File: src/rtl/shift_seq8_pkg.sv
// Shared encodings and defaults for the 8-bit
// shift sequencer.
package shift_seq8_pkg;

  localparam int WIDTH = 8;
  localparam int AMT_W = 3;

  typedef enum logic [1:0] {
    OP_LSL = 2'b00,
    OP_LSR = 2'b01,
    OP_ASR = 2'b10,
    OP_ROR = 2'b11
  } op_e;

  typedef enum logic [1:0] {
    S_IDLE  = 2'b00,
    S_SHIFT = 2'b01,
    S_DONE  = 2'b10
  } state_e;

endpackage

File: src/rtl/mx2.sv
// 2:1 mux cell.
// y = s ? b : a.
module mx2 (
  input  logic a,
  input  logic b,
  input  logic s,
  output logic y
);

  // Plain select.
  always_comb y = s ? b : a;

endmodule

File: src/rtl/shift_seq8_shift1.sv
// Single-step 8-bit shifter built from mx2 cells.
// Level 1 picks the fill bit, level 2 the direction.
module shift1_8
  import shift_seq8_pkg::*;
(
  input  logic [WIDTH-1:0] d,
  input  logic [1:0]       op,
  output logic [WIDTH-1:0] y
);

  logic is_lsl;
  logic fill_ar;
  logic fill;

  // Left shift is the only op moving bits upward.
  always_comb is_lsl = (op == OP_LSL);

  // ASR refills with d[7], ROR with d[0].
  mx2 u_fill0 (
    .a (d[WIDTH-1]),
    .b (d[0]),
    .s (op[0]),
    .y (fill_ar)
  );

  // LSR (and unused LSL path) refills with 0.
  mx2 u_fill1 (
    .a (1'b0),
    .b (fill_ar),
    .s (op[1]),
    .y (fill)
  );

  mx2 u_b0 (
    .a (d[1]),
    .b (1'b0),
    .s (is_lsl),
    .y (y[0])
  );

  for (genvar i = 1; i < WIDTH - 1; i++) begin : g_mid
    mx2 u_bi (
      .a (d[i+1]),
      .b (d[i-1]),
      .s (is_lsl),
      .y (y[i])
    );
  end

  mx2 u_bmsb (
    .a (fill),
    .b (d[WIDTH-2]),
    .s (is_lsl),
    .y (y[WIDTH-1])
  );

endmodule

File: src/rtl/shift_seq8.sv
// Multi-cycle shift sequencer: one bit per clock,
// req/busy accept, one-cycle done pulse.
module shift_seq8
  import shift_seq8_pkg::*;
(
  input  logic             clk,
  input  logic             reset_n,
  input  logic             req,
  input  logic [1:0]       op,
  input  logic [AMT_W-1:0] amt,
  input  logic [WIDTH-1:0] d_in,
  output logic             busy,
  output logic             done,
  output logic [WIDTH-1:0] d_out
);

  state_e           state_q, state_d;
  logic [AMT_W-1:0] cnt_q, cnt_d;
  logic [1:0]       op_q, op_d;
  logic [WIDTH-1:0] dout_q, dout_d;
  logic [WIDTH-1:0] step;

  shift1_8 u_shift1 (
    .d  (dout_q),
    .op (op_q),
    .y  (step)
  );

  // State and datapath registers.
  always_ff @(posedge clk or negedge reset_n) begin
    if (!reset_n) begin
      state_q <= S_IDLE;
      cnt_q   <= '0;
      op_q    <= OP_LSL;
      dout_q  <= '0;
    end else begin
      state_q <= state_d;
      cnt_q   <= cnt_d;
      op_q    <= op_d;
      dout_q  <= dout_d;
    end
  end

  // Next state, counter and working register.
  always_comb begin
    state_d = state_q;
    cnt_d   = cnt_q;
    op_d    = op_q;
    dout_d  = dout_q;
    unique case (state_q)
      S_IDLE: begin
        if (req) begin
          dout_d  = d_in;
          op_d    = op;
          cnt_d   = amt;
          state_d = (amt != '0) ? S_SHIFT : S_DONE;
        end
      end
      S_SHIFT: begin
        dout_d = step;
        cnt_d  = cnt_q - 1'b1;
        if (cnt_q == AMT_W'(1))
          state_d = S_DONE;
      end
      S_DONE: state_d = S_IDLE;
      default: state_d = S_IDLE;
    endcase
  end

  // Outputs decoded from registered state.
  always_comb begin
    busy  = (state_q != S_IDLE);
    done  = (state_q == S_DONE);
    d_out = dout_q;
  end

endmodule

File: config.mk
export PLATFORM = sky130hd
export DESIGN_NAME = shift_seq8
export DESIGN_NICKNAME = d
export VERILOG_FILES = /design/src/rtl/shift_seq8_pkg.sv /design/src/rtl/mx2.sv /design/src/rtl/shift_seq8_shift1.sv /design/src/rtl/shift_seq8.sv
export SDC_FILE = /design/constraint.sdc
export NUM_CORES = 1
export LEC_CHECK = 0
export ABC_CLOCK_PERIOD_IN_PS = 1500
export CORE_UTILIZATION = 30
export CTS_BUF_LIST = sky130_fd_sc_hd__clkbuf_4
export CTS_CLUSTER_DIAMETER = 150
export DETAILED_ROUTE_END_ITERATION = 7
export GPL_ROUTABILITY_DRIVEN = 0
export GPL_TIMING_DRIVEN = 0
export SYNTH_ARGS = -nofsm -noshare
export SYNTH_HDL_FRONTEND = slang
export SYNTH_SLANG_ARGS = --single-unit
File: constraint.sdc
create_clock -name clk -period 1.5 [get_ports clk]
set_input_delay 0.3 -clock clk [delete_from_list [all_inputs] [get_ports clk]]
set_output_delay 0.3 -clock clk [all_outputs]
set_load 0.02 [all_outputs]
* Word-level counts from Yosys, hierarchy flattened *
Cells that the tools add are included.

storage, ports and cells
  logic and storage cells = 39
  input port bits = 16
  output and inout port bits = 10
  flip-flop bits (word level) = 15

cells by class
  multiplexer cells = 18
  add/subtract/negate cells = 1
  reduce and logical (&&, ||, !) cells = 9
  eq/ne operators = 6

operator list
  kind                                                                     count
  8-bit one-hot mux with 2 select lines                                    1
  1-bit two-way mux                                                        10
  8-bit two-way mux                                                        1
  2-bit two-way mux                                                        3
  3-bit one-hot mux with 2 select lines                                    1
  2-bit AND reduction                                                      3
  2-bit logical NOT                                                        2
  2-bit inequality test, second input constant                             2
  4-bit by 3-bit inequality test with 1-bit output, second input constant  1
  2-bit one-hot mux with 2 select lines                                    1
  2-bit nonzero test                                                       2
  3-bit by 1-bit equality test with 1-bit output, second input constant    1
  3-bit two-way mux                                                        1
  3-bit AND reduction                                                      1
  3-bit nonzero test                                                       1
  3-bit by 1-bit subtractor with 3-bit output, second input constant       1
  2-bit by 1-bit equality test with 1-bit output, second input constant    1
  2-bit equality test, second input constant                               1

* Longest topological paths before layout *
Gate-level depths: netlist (run 1).

  word-level depth = 4
  depth in mapped cells = 5
  depth with buffers taken out = 5

* By module *
Synthesis (run 1) repeated with hierarchy kept, for this count alone.

unflattened totals
  cells, all modules = 97
  area, all modules = 1003.5 um2

by module, submodules not included
  module      seq. area each (um2)  instances  cells each  area an instance (um2)
  shift_seq8  375.4                 1          85          845.8
  mx2         0.0                   10         1           15.0
  shift1_8    0.0                   1          2           7.5

* Least setup slack after synthesis (run 1) *
OpenSTA, ideal clock, no wires.

  path type = register to output
  from = register state_q[1]
  to = output done
  cell stages (with the launch flop) = 4
  path slack = 0.264 ns
  arrival time = 0.936 ns
  path through = dfrtp_1 > buf_2 > inv_2 > nor2_1

on the way
  word-level cells in the longest chain between the ends = 1

ends and longest elaborated chain
  item                      line              RTL
  start: declaration        shift_seq8.sv:17  state_e state_q, state_d;
  start signal: assignment  shift_seq8.sv:37  state_q <= state_d;
  2-bit equality test       shift_seq8.sv:73  done = (state_q == S_DONE);
  end: declaration          shift_seq8.sv:13  output logic done,

Every way passes these cells.

* Final worst setup path (run 1) *
  from = register state_q[0]
  to = output busy

on the way
  word-level cells in the longest chain between the ends = 1

ends and longest elaborated chain
  item                line              RTL
  2-bit nonzero test  shift_seq8.sv:72  busy = (state_q != S_IDLE);
  end: declaration    shift_seq8.sv:12  output logic busy,

Every way passes these cells.

==> results of run 1 <==
## worst paths after layout
kind | start | end | slack [ns] | cells after the start
worst max-delay path | state_q[0]$_DFFE_PN0P_ | busy | 0.02 | 3
worst min-delay path | reset_n | d_out[1]$_DFFE_PN0P_ | 0.42 | 1
worst max register to register | state_q[0]$_DFFE_PN0P_ | d_out[7]$_DFFE_PN0P_ | 0.16 | 4
worst min register to register | d_out[7]$_DFFE_PN0P_ | d_out[7]$_DFFE_PN0P_ | 0.57 | 2
max in group asynchronous | reset_n | d_out[0]$_DFFE_PN0P_ | 0.63 | 1
min in group clk | d_out[7]$_DFFE_PN0P_ | d_out[7]$_DFFE_PN0P_ | 0.57 | 2
## synthesized netlist by cell type, drive strengths merged
library cell,n,area share
dfrtp,15,0.41
buf,11,0.088
a21oi,9,0.049
mux2i,6,0.066
o32ai,6,0.058
nand2b,5,0.043
nor2,5,0.029
inv,4,0.016
o21ai,4,0.022
nand2,3,0.012
a22oi,2,0.016
ha,2,0.027
mux2,2,0.025
a221oi,1,0.016
a22o,1,0.0096
a2bb2oi,1,0.0096
and3b,1,0.011
clkbuf,1,0.0055
nand3,1,0.0055
nand3b,1,0.0082
nor2b,1,0.0069
nor3,1,0.0055
o21ba,1,0.018
o21bai,1,0.0082
o22ai,1,0.0069
o41ai,1,0.018
or2,1,0.0069
## repair_timing
item                                    in CTS  in global routing
resized for setup                           21                  2
setup buffers                                7                  4
cloned                                       0                  0
pin swaps                                    1                  0
endpoints found under the setup margin      10                  7
## area by class of cell
cell class / instances / area [um^2]
plain buffers: 12 / 95.1
fillers: 266 / 1500
flip-flops and latches: 15 / 375
inverters: 4 / 15.0
clock inverters: 1 / 5.00
clock buffers: 3 / 22.5
multi-input cells: 57 / 435
well taps: 31 / 38.8
repair buffers: 36 / 322
## per-layer routing
layer	up-vias	track usage	part of all wire
met4	0	0.0418	0.0098
met5	-	0	0
met2	25	0.242	0.49
li1	393	-	-
met1	389	0.177	0.44
met3	2	0.0431	0.060
## power by group through the flow
stage	clock [W]	combinational, W	sequential (W)
floorplan	0	0.00111	0.000765
global placement	0	0.00152	0.000817
detailed placement	0	0.00155	0.000821
CTS	0.000253	0.00161	0.000786
global route	0.000267	0.00185	0.000797
finish	0.000246	0.00170	0.000769
## logic make-up (layout without fill, tap and decap cells)
kind of cell               count (synthesis)  after routing  synth area share
AOI/OAI and AO/OA                         28             28             0.232
and+or+nand+nor                           19             19             0.128
buffers and inverters                     16             56             0.110
DFF                                       15             15             0.412
muxes                                      8              8            0.0907
adders and majority gates                  2              2            0.0275
## flip-flops by register name (all words and copies together) (netlist names)
signal   flops
d_out        8
op_q         2
cnt_q        3
state_q      2
## metrics by stage
stage,total power [W],utilization,hold slack [ns]
3_5_place_dp,0.00237,0.428,0.535
4_1_cts,0.00265,0.455,0.451
5_1_grt,0.00291,0.467,0.484
3_3_place_gp,0.00234,0.428,0.545
6_report,0.00272,0.467,0.423
2_1_floorplan,0.00188,-,0.00441
## cell usage in the layout, fill, tap and decap left out, types with 2 or more instances in the layout
| cell type | count |
|---|---|
| buf_4 | 20 |
| dfrtp_1 | 15 |
| clkdlybuf4s50_1 | 15 |
| a21oi_1 | 9 |
| mux2i_1 | 6 |
| o32ai_1 | 6 |
| dlygate4sd2_1 | 6 |
| nor2_1 | 4 |
| nand2b_1 | 4 |
| inv_1 | 3 |
| buf_6 | 3 |
| nand2_1 | 3 |
| clkbuf_4 | 3 |
| o21ai_0 | 2 |
| mux2_1 | 2 |
| o21ai_1 | 2 |
| a22oi_1 | 2 |
| ha_1 | 2 |
| clkdlybuf4s15_1 | 2 |
==> results.toml, run 1 <==
[timing]
fin_crit_ns = 1.48
rsz0062_at_grt = "yes"
slew_headroom = 0.526
maxSlewViolCount = 0
fmax_mhz = 674
finalSetupViolations = 0
fin_crit_sh = 0.988
final_hold_viol_count = 0
finalWorstSetupSlack_ns = 0.0173
tns_ns = 0
worst_pin_slew_ns = 0.708
fin_skew_ns = 0.00434

[clocking]
cts_tree = "built"
cts_hold_buffers = 0
cts_made_buffers = 3
clockRootBuffer = "clkbuf_4"
cts.reportedPaths.clkPinSlew_ns = 0.10
clk_latency_ns = 0.29
clock_path_buffers = 2
cts_max_level = 1
cts.sinks = 15

[cells_and_area]
syn_to_final_growth_pct = 43.7
layout-drive-gt1-share = 0.281
fin_area_um2 = 1310
nNetsFinal = 147
layoutNonFillerInstCount = 159
diodes = 0

[logic_synthesis]
ys_ff_latch = 15
postSynthAreaPerCell_um2 = 10.4
synth_cells = 88
ys_types = 32
synthesis.area_um2 = 911
synth.net_count = 106
ys_seq_area_frac = 0.412
yosysWarnings = 0

[die]
chipWidth_um = 57.1
die_area_um2 = 3260
ios = 26
initial_core_util = 0.325
num_rows = 19
core_um2 = 2810
chipHeight_um = 57.1

[power]
pwr-share-seq = 0.283
clkPwrFrac = 0.091
swShare = 0.408
irDropWorstVdd_v = 0.000673
p_leak_nw = 0.590
power_density_nw_per_um2 = 2080
netSwitchingPower_w = 0.00111
p_comb_frac = 0.627
power.internal_w = 0.00161

[flow_run]
maxCapViolCount = 0

[critical_path]
cp_top_family = "flip-flops"
crit_path_frequent_cell = "buf_6"
slowest_stage = "dfrtp_1"
crit_type = "reg2out"
worstPathMaxFanout = 5
critical_path_arrival_ns = 1.18
slowest_delay_ns = 0.40
critPathLaunchType = "flop"
end_kind = "output port"
crit_chain = "buf_6 -> or2_1 -> buf_6"
cp_num_buf_inv = 2
cp_data_required_time_ns = 1.20

[global_routing]
overflow = 0
grt_pass1_vias = 793
grt_pass1_wl_um = 3570
grt.total_usage = 0.143
grt_start_max_net_pins = 16
antenna_found_initial = 0

[placement]
place_area_um2 = 1200
dp_hpwl_um = 1510
port-buffer-count = 25
dp.cells = 144
dpl_worst_slack_ns = -0.251

[min_path]
min_path_type = "in2async"

[outcome]
status = "finished, violations left"
violations = "design-rule violations"

[route]
dr.pass1.iters = 6
wire_per_inst_um = 13.5
vias = 809
vias_per_cell = 5.09
ant_nets = 0
first_iter_violations = 34
drc = 6
drt_wl_total_um = 2150
No activity file was read; power rests on OpenSTA's default activity.
==> run 2, diff against run 1 <==
Settings changed: ABC_CLOCK_PERIOD_IN_PS 1500 to not set, SLEW_MARGIN set to 20, TNS_END_PERCENT set to 50.
==> results.toml, run 2 (synthesis gave the netlist of run 1 again) <==
[outcome]
status = "finished, violations left"
violations = "design-rule violations"

[min_path]
min_path_type = "in2async"

[timing]
slew_headroom = 0.527
fin_crit_sh = 0.988
maxSlewViolCount = 0
tns_ns = 0
fmax_mhz = 675
worst_pin_slew_ns = 0.707
fin_crit_ns = 1.48
rsz0062_at_grt = "yes"
hold-worst-slack_ns = 0.419
final_hold_viol_count = 0
fin_skew_ns = 0.00736
finalSetupViolations = 0

[critical_path]
critPathLaunchType = "flop"
reg2reg_from = "state_q[0]$_DFFE_PN0P_"
critical_path_arrival_ns = 1.18
startpoint = "state_q[0]$_DFFE_PN0P_"
worstPathMaxFanout = 5
end_kind = "output port"
crit_type = "reg2out"
cp_data_required_time_ns = 1.20

[route]
wire_per_inst_um = 13.7
drc = 6
first_iter_violations = 34
vias_per_cell = 5.15
ant_nets = 0
drt_wl_total_um = 2140
vias = 803
dr.pass1.iters = 6

[clocking]
cts_made_buffers = 3
clock_path_buffers = 2
clockRootBuffer = "clkbuf_4"
cts.reportedPaths.clkPinSlew_ns = 0.11
cts_tree = "built"
cts_max_level = 1
cts.sinks = 15
clk_latency_ns = 0.29

[power]
pwr-share-seq = 0.288
p_comb_frac = 0.620
p_leak_nw = 0.576
clkPwrFrac = 0.092
power.internal_w = 0.00158
power_density_nw_per_um2 = 2110
swShare = 0.412
irDropWorstVdd_v = 0.000671
netSwitchingPower_w = 0.00111

[die]
num_rows = 19
initial_core_util = 0.325
core_um2 = 2810
die_area_um2 = 3260
chipHeight_um = 57.1
chipWidth_um = 57.1
ios = 26

[global_routing]
grt_start_max_net_pins = 16
grt_pass1_vias = 798
grt.total_usage = 0.144
overflow = 0
grt_pass1_wl_um = 3590
antenna_found_initial = 0

[cells_and_area]
largest_reg_flops = 8
syn_to_final_growth_pct = 40.1
diodes = 0
final_core_util = 0.455
layout-drive-gt1-share = 0.312
multi_input_area_um2 = 435
nNetsFinal = 144
layout_commonest_cell = "buf_4"
fillCellCount = 270
layoutNonFillerInstCount = 156
register_area_um2 = 375
final_cell_mix = "buf_4 (23), dfrtp_1 (15), clkdlybuf4s50_1 (15), a21oi_1 (9)"
fin_area_um2 = 1280

[placement]
dp.cells = 144
port-buffer-count = 25
place_area_um2 = 1200
dp_hpwl_um = 1510

[flow_run]
maxCapViolCount = 0
-- run 2: cell types whose count changed in the layout (fill, tap and decap cells not counted) --
cell	previous run	this run
dlygate4sd2_1	6	2
buf_4	20	23
clkdlybuf4s15_1	2	0
-- run 2: repair_timing --
item                                    in CTS  in global routing
resized for setup                           21                  1
setup buffers                                7                  1
cloned                                       0                  0
hold endpoints to repair                     0                  0
pin swaps                                    1                  0
endpoints found under the setup margin      10                  3
hold buffers                                 0                  0
-- run 2: final cells by class --
cell class / instances / share of cell area
Clock buffer: 3 / 0.0176
Clock inverter: 1 / 0.00392
Buffer: 12 / 0.0745
Timing Repair Buffer: 33 / 0.226
Inverter: 4 / 0.0118
Multi-Input combinational cell: 57 / 0.341
Sequential cell: 15 / 0.294
Tap cell: 31 / 0.0304
-- run 2: through the flow --
step	total power [W]	worst slack (ns)
2_1_floorplan	0.00188	0.264
3_3_place_gp	0.00234	-0.246
6_report	0.00269	0.0182
3_5_place_dp	0.00237	-0.251
4_1_cts	0.00268	0.00457
5_1_grt	0.00288	-0.0252
-- run 2: worst max-delay path: stages, from the launching register on --
cell and delay, ns:
dfrtp_1 0.40, buf_6 0.13, or2_1 0.23, buf_6 0.13
-- run 2: worst paths after layout --
kind | to | slack (ns) | cells after the start
worst max-delay path | busy | 0.02 | 3
worst min-delay path | d_out[1]$_DFFE_PN0P_ | 0.42 | 1
worst max register to register | d_out[7]$_DFFE_PN0P_ | 0.16 | 4
worst min register to register | d_out[7]$_DFFE_PN0P_ | 0.58 | 2
max in group asynchronous | d_out[0]$_DFFE_PN0P_ | 0.63 | 1
min in group clk | d_out[7]$_DFFE_PN0P_ | 0.58 | 2
-- run 2: power by group through the flow --
stage / sequential [W] / clock (W) / combinational [W]
6_report: 0.000775 / 0.000248 / 0.00167
5_1_grt: 0.000808 / 0.000267 / 0.00181
4_1_cts: 0.000786 / 0.000253 / 0.00164
3_5_place_dp: 0.000821 / 0 / 0.00155
3_3_place_gp: 0.000817 / 0 / 0.00152
2_1_floorplan: 0.000765 / 0 / 0.00111
-- run 2: layer usage --
metal | vias to the layer above | part of all wire | GRT usage
li1 | 387 | - | -
met2 | 22 | 0.49 | 0.244
met5 | - | 0 | 0
met3 | 2 | 0.055 | 0.0431
met4 | 0 | 0.0098 | 0.0418
met1 | 392 | 0.44 | 0.178
==> run 3, diff against run 2 <==
Settings changed: ABC_AREA set to 1, SLEW_MARGIN 20 to not set.
==> results.toml, run 3 <==
[route]
vias_per_cell = 4.64
vias = 890
drt_wl_total_um = 2220
drc = 3
dr.pass1.iters = 6
ant_nets = 0
first_iter_violations = 21
wire_per_inst_um = 11.6

[timing]
final_hold_viol_count = 0
slew_headroom = 0.527
fin_skew_ns = 0.00414
fin_crit_ns = 1.36
hold-worst-slack_ns = 0.426
rsz0062_at_grt = "no"
fin_crit_sh = 0.903
tns_ns = 0
maxSlewViolCount = 0
worst_pin_slew_ns = 0.708
fmax_mhz = 738
finalSetupViolations = 0

[logic_synthesis]
ys_seq_area_frac = 0.404
synth.net_count = 148
postSynthAreaPerCell_um2 = 7.15
yosysWarnings = 0
synth_common_cells = "nand2_1 (29), inv_1 (17), nor2_1 (17)"
ys_ff_latch = 15
yosys.cell_count.top_type = "nand2_1"
netlist_top_cells_area = "dfrtp_1 (40%), nand2_1 (12%), inv_1 (6.9%)"
yosys.area.top_type = "dfrtp_1"
synth_edf_count = 0
ys_types = 16
synth_cells = 130
synthFlopType = "dfrtp_1"
synthesis.area_um2 = 930
async_flop_share = 1.00
synth_top_area_share = 0.404

[min_path]
min_path_type = "in2async"

[critical_path]
slowest_delay_ns = 0.42
critical_path_arrival_ns = 1.06
end_kind = "output port"
reg2reg_from = "state_q[1]$_DFFE_PN0P_"
slowest_stage = "dfrtp_1"
worstPathMaxFanout = 3
reg2reg_slack_ns = 0.32
cp-endpoint = "busy"
crit_type = "reg2out"
cp_data_required_time_ns = 1.20
startpoint = "state_q[1]$_DFFE_PN0P_"
crit_chain = "nor2_1 -> inv_1 -> clkbuf_2"
reg2reg_to = "d_out[0]$_DFFE_PN0P_"
r2r_cells = 5
critPathLaunchType = "flop"

[clocking]
clk_latency_ns = 0.29
clock_path_buffers = 2
cts_tree = "built"
cts_hold_buffers = 0
clockRootBuffer = "clkbuf_4"
cts.reportedPaths.clkPinSlew_ns = 0.09
cts_made_buffers = 3
cts_max_level = 1
cts.sinks = 15

[die]
core_um2 = 2850
die_area_um2 = 3330
num_rows = 19
chipWidth_um = 57.7
ios = 26
chipHeight_um = 57.7
initial_core_util = 0.326

[cells_and_area]
multi_input_area_um2 = 412
fillCellCount = 311
layout_commonest_cell = "nand2_1"
largest_reg_flops = 8
register_area_um2 = 377
final_cell_mix = "nand2_1 (29), buf_4 (18), inv_1 (17), nor2_1 (17), clkdlybuf4s50_1 (15)"
layout-drive-gt1-share = 0.199
nNetsFinal = 180
syn_to_final_growth_pct = 32.8
diodes = 0

[power]
power_density_nw_per_um2 = 2190
p_leak_nw = 0.635
irDropWorstVdd_v = 0.000539

[global_routing]
grt_pass1_wl_um = 3880
grt_start_max_net_pins = 16
antenna_found_initial = 0
grt.total_usage = 0.154
overflow = 0
grt_pass1_vias = 894

[outcome]
violations = "design-rule violations"
status = "finished, violations left"

[placement]
dp_hpwl_um = 1620
port-buffer-count = 25

[flow_run]
maxCapViolCount = 0
## run 3: changes by cell type after synthesis, moves of 2 or more
cell,before,now
nand2_1,3,29
inv_1,3,17
nor2_1,4,17
o21ai_0,2,12
mux2i_1,6,0
nand3_1,1,7
o32ai_1,6,0
nand2b_1,4,0
o21ai_1,2,5
a22oi_1,2,0
buf_4,10,8
mux2_1,2,0
nand2_2,0,2
## run 3: per-layer routing
layer	vias up	GRT usage	part of all wire
met1	405	0.184	0.46
met5	-	0	0
li1	461	-	-
met3	5	0.0268	0.041
met4	0	0.0816	0.022
met2	19	0.264	0.48
## run 3: power by group
group	total [W]	switching, W	internal (W)
registers	0.000780	0.000162	0.000618
clock network	0.000259	0.000137	0.000121
logic	0.00167	0.000946	0.000721
## run 3: repair_timing
| action | in CTS | in global routing |
|---|---|---|
| pin swaps | 0 | 0 |
| gates resized for setup | 12 | 6 |
| buffers inserted | 2 | 0 |
| setup endpoints to repair | 10 | 5 |
## run 3: cell families after synthesis
kind of cell / share of synthesized area
simple gates: 0.261
buf+inv: 0.153
compound gates: 0.145
flops: 0.404
fa+ha+maj: 0.0269
xor+xnor: 0.00942
## run 3: final cells by class
cell class / count / area share
tap: 31 / 0.0314
inverter: 19 / 0.0578
timing repair buffer: 27 / 0.190
sequential: 15 / 0.305
clock buffer: 4 / 0.0243
buffer: 9 / 0.0578
multi-input combinational: 87 / 0.333
## run 3: worst max-delay path, delay by kind of cell (launching register included)
family | cells | cell delay (ns)
and+or+nand+nor | 1 | 0.15
DFF | 1 | 0.42
buffers and inverters | 2 | 0.20
## run 3: worst min-delay path by stage
stage	from	endpoint	cells past startpoint
after floorplan	reset_n	cnt_q[0]$_DFFE_PN0P_	0
after global placement	cnt_q[2]$_DFFE_PN0P_	cnt_q[2]$_DFFE_PN0P_	2
after detailed placement	cnt_q[2]$_DFFE_PN0P_	cnt_q[2]$_DFFE_PN0P_	2
after CTS	reset_n	d_out[6]$_DFFE_PN0P_	1
after global routing	reset_n	d_out[6]$_DFFE_PN0P_	1
final	reset_n	d_out[6]$_DFFE_PN0P_	1
## run 3: through the flow
step,instance area (um^2),total power [W],utilization,instances,setup WS (ns)
after CTS,1250,0.00273,0.437,192,0.000179
final,1230,0.00271,0.433,192,0.145
after detailed placement,1220,0.00250,0.427,186,-0.0441
after global placement,1220,0.00246,0.427,186,-0.000626
after floorplan,930,0.00194,-,130,0.434
after global routing,1230,0.00298,0.433,192,0.0942
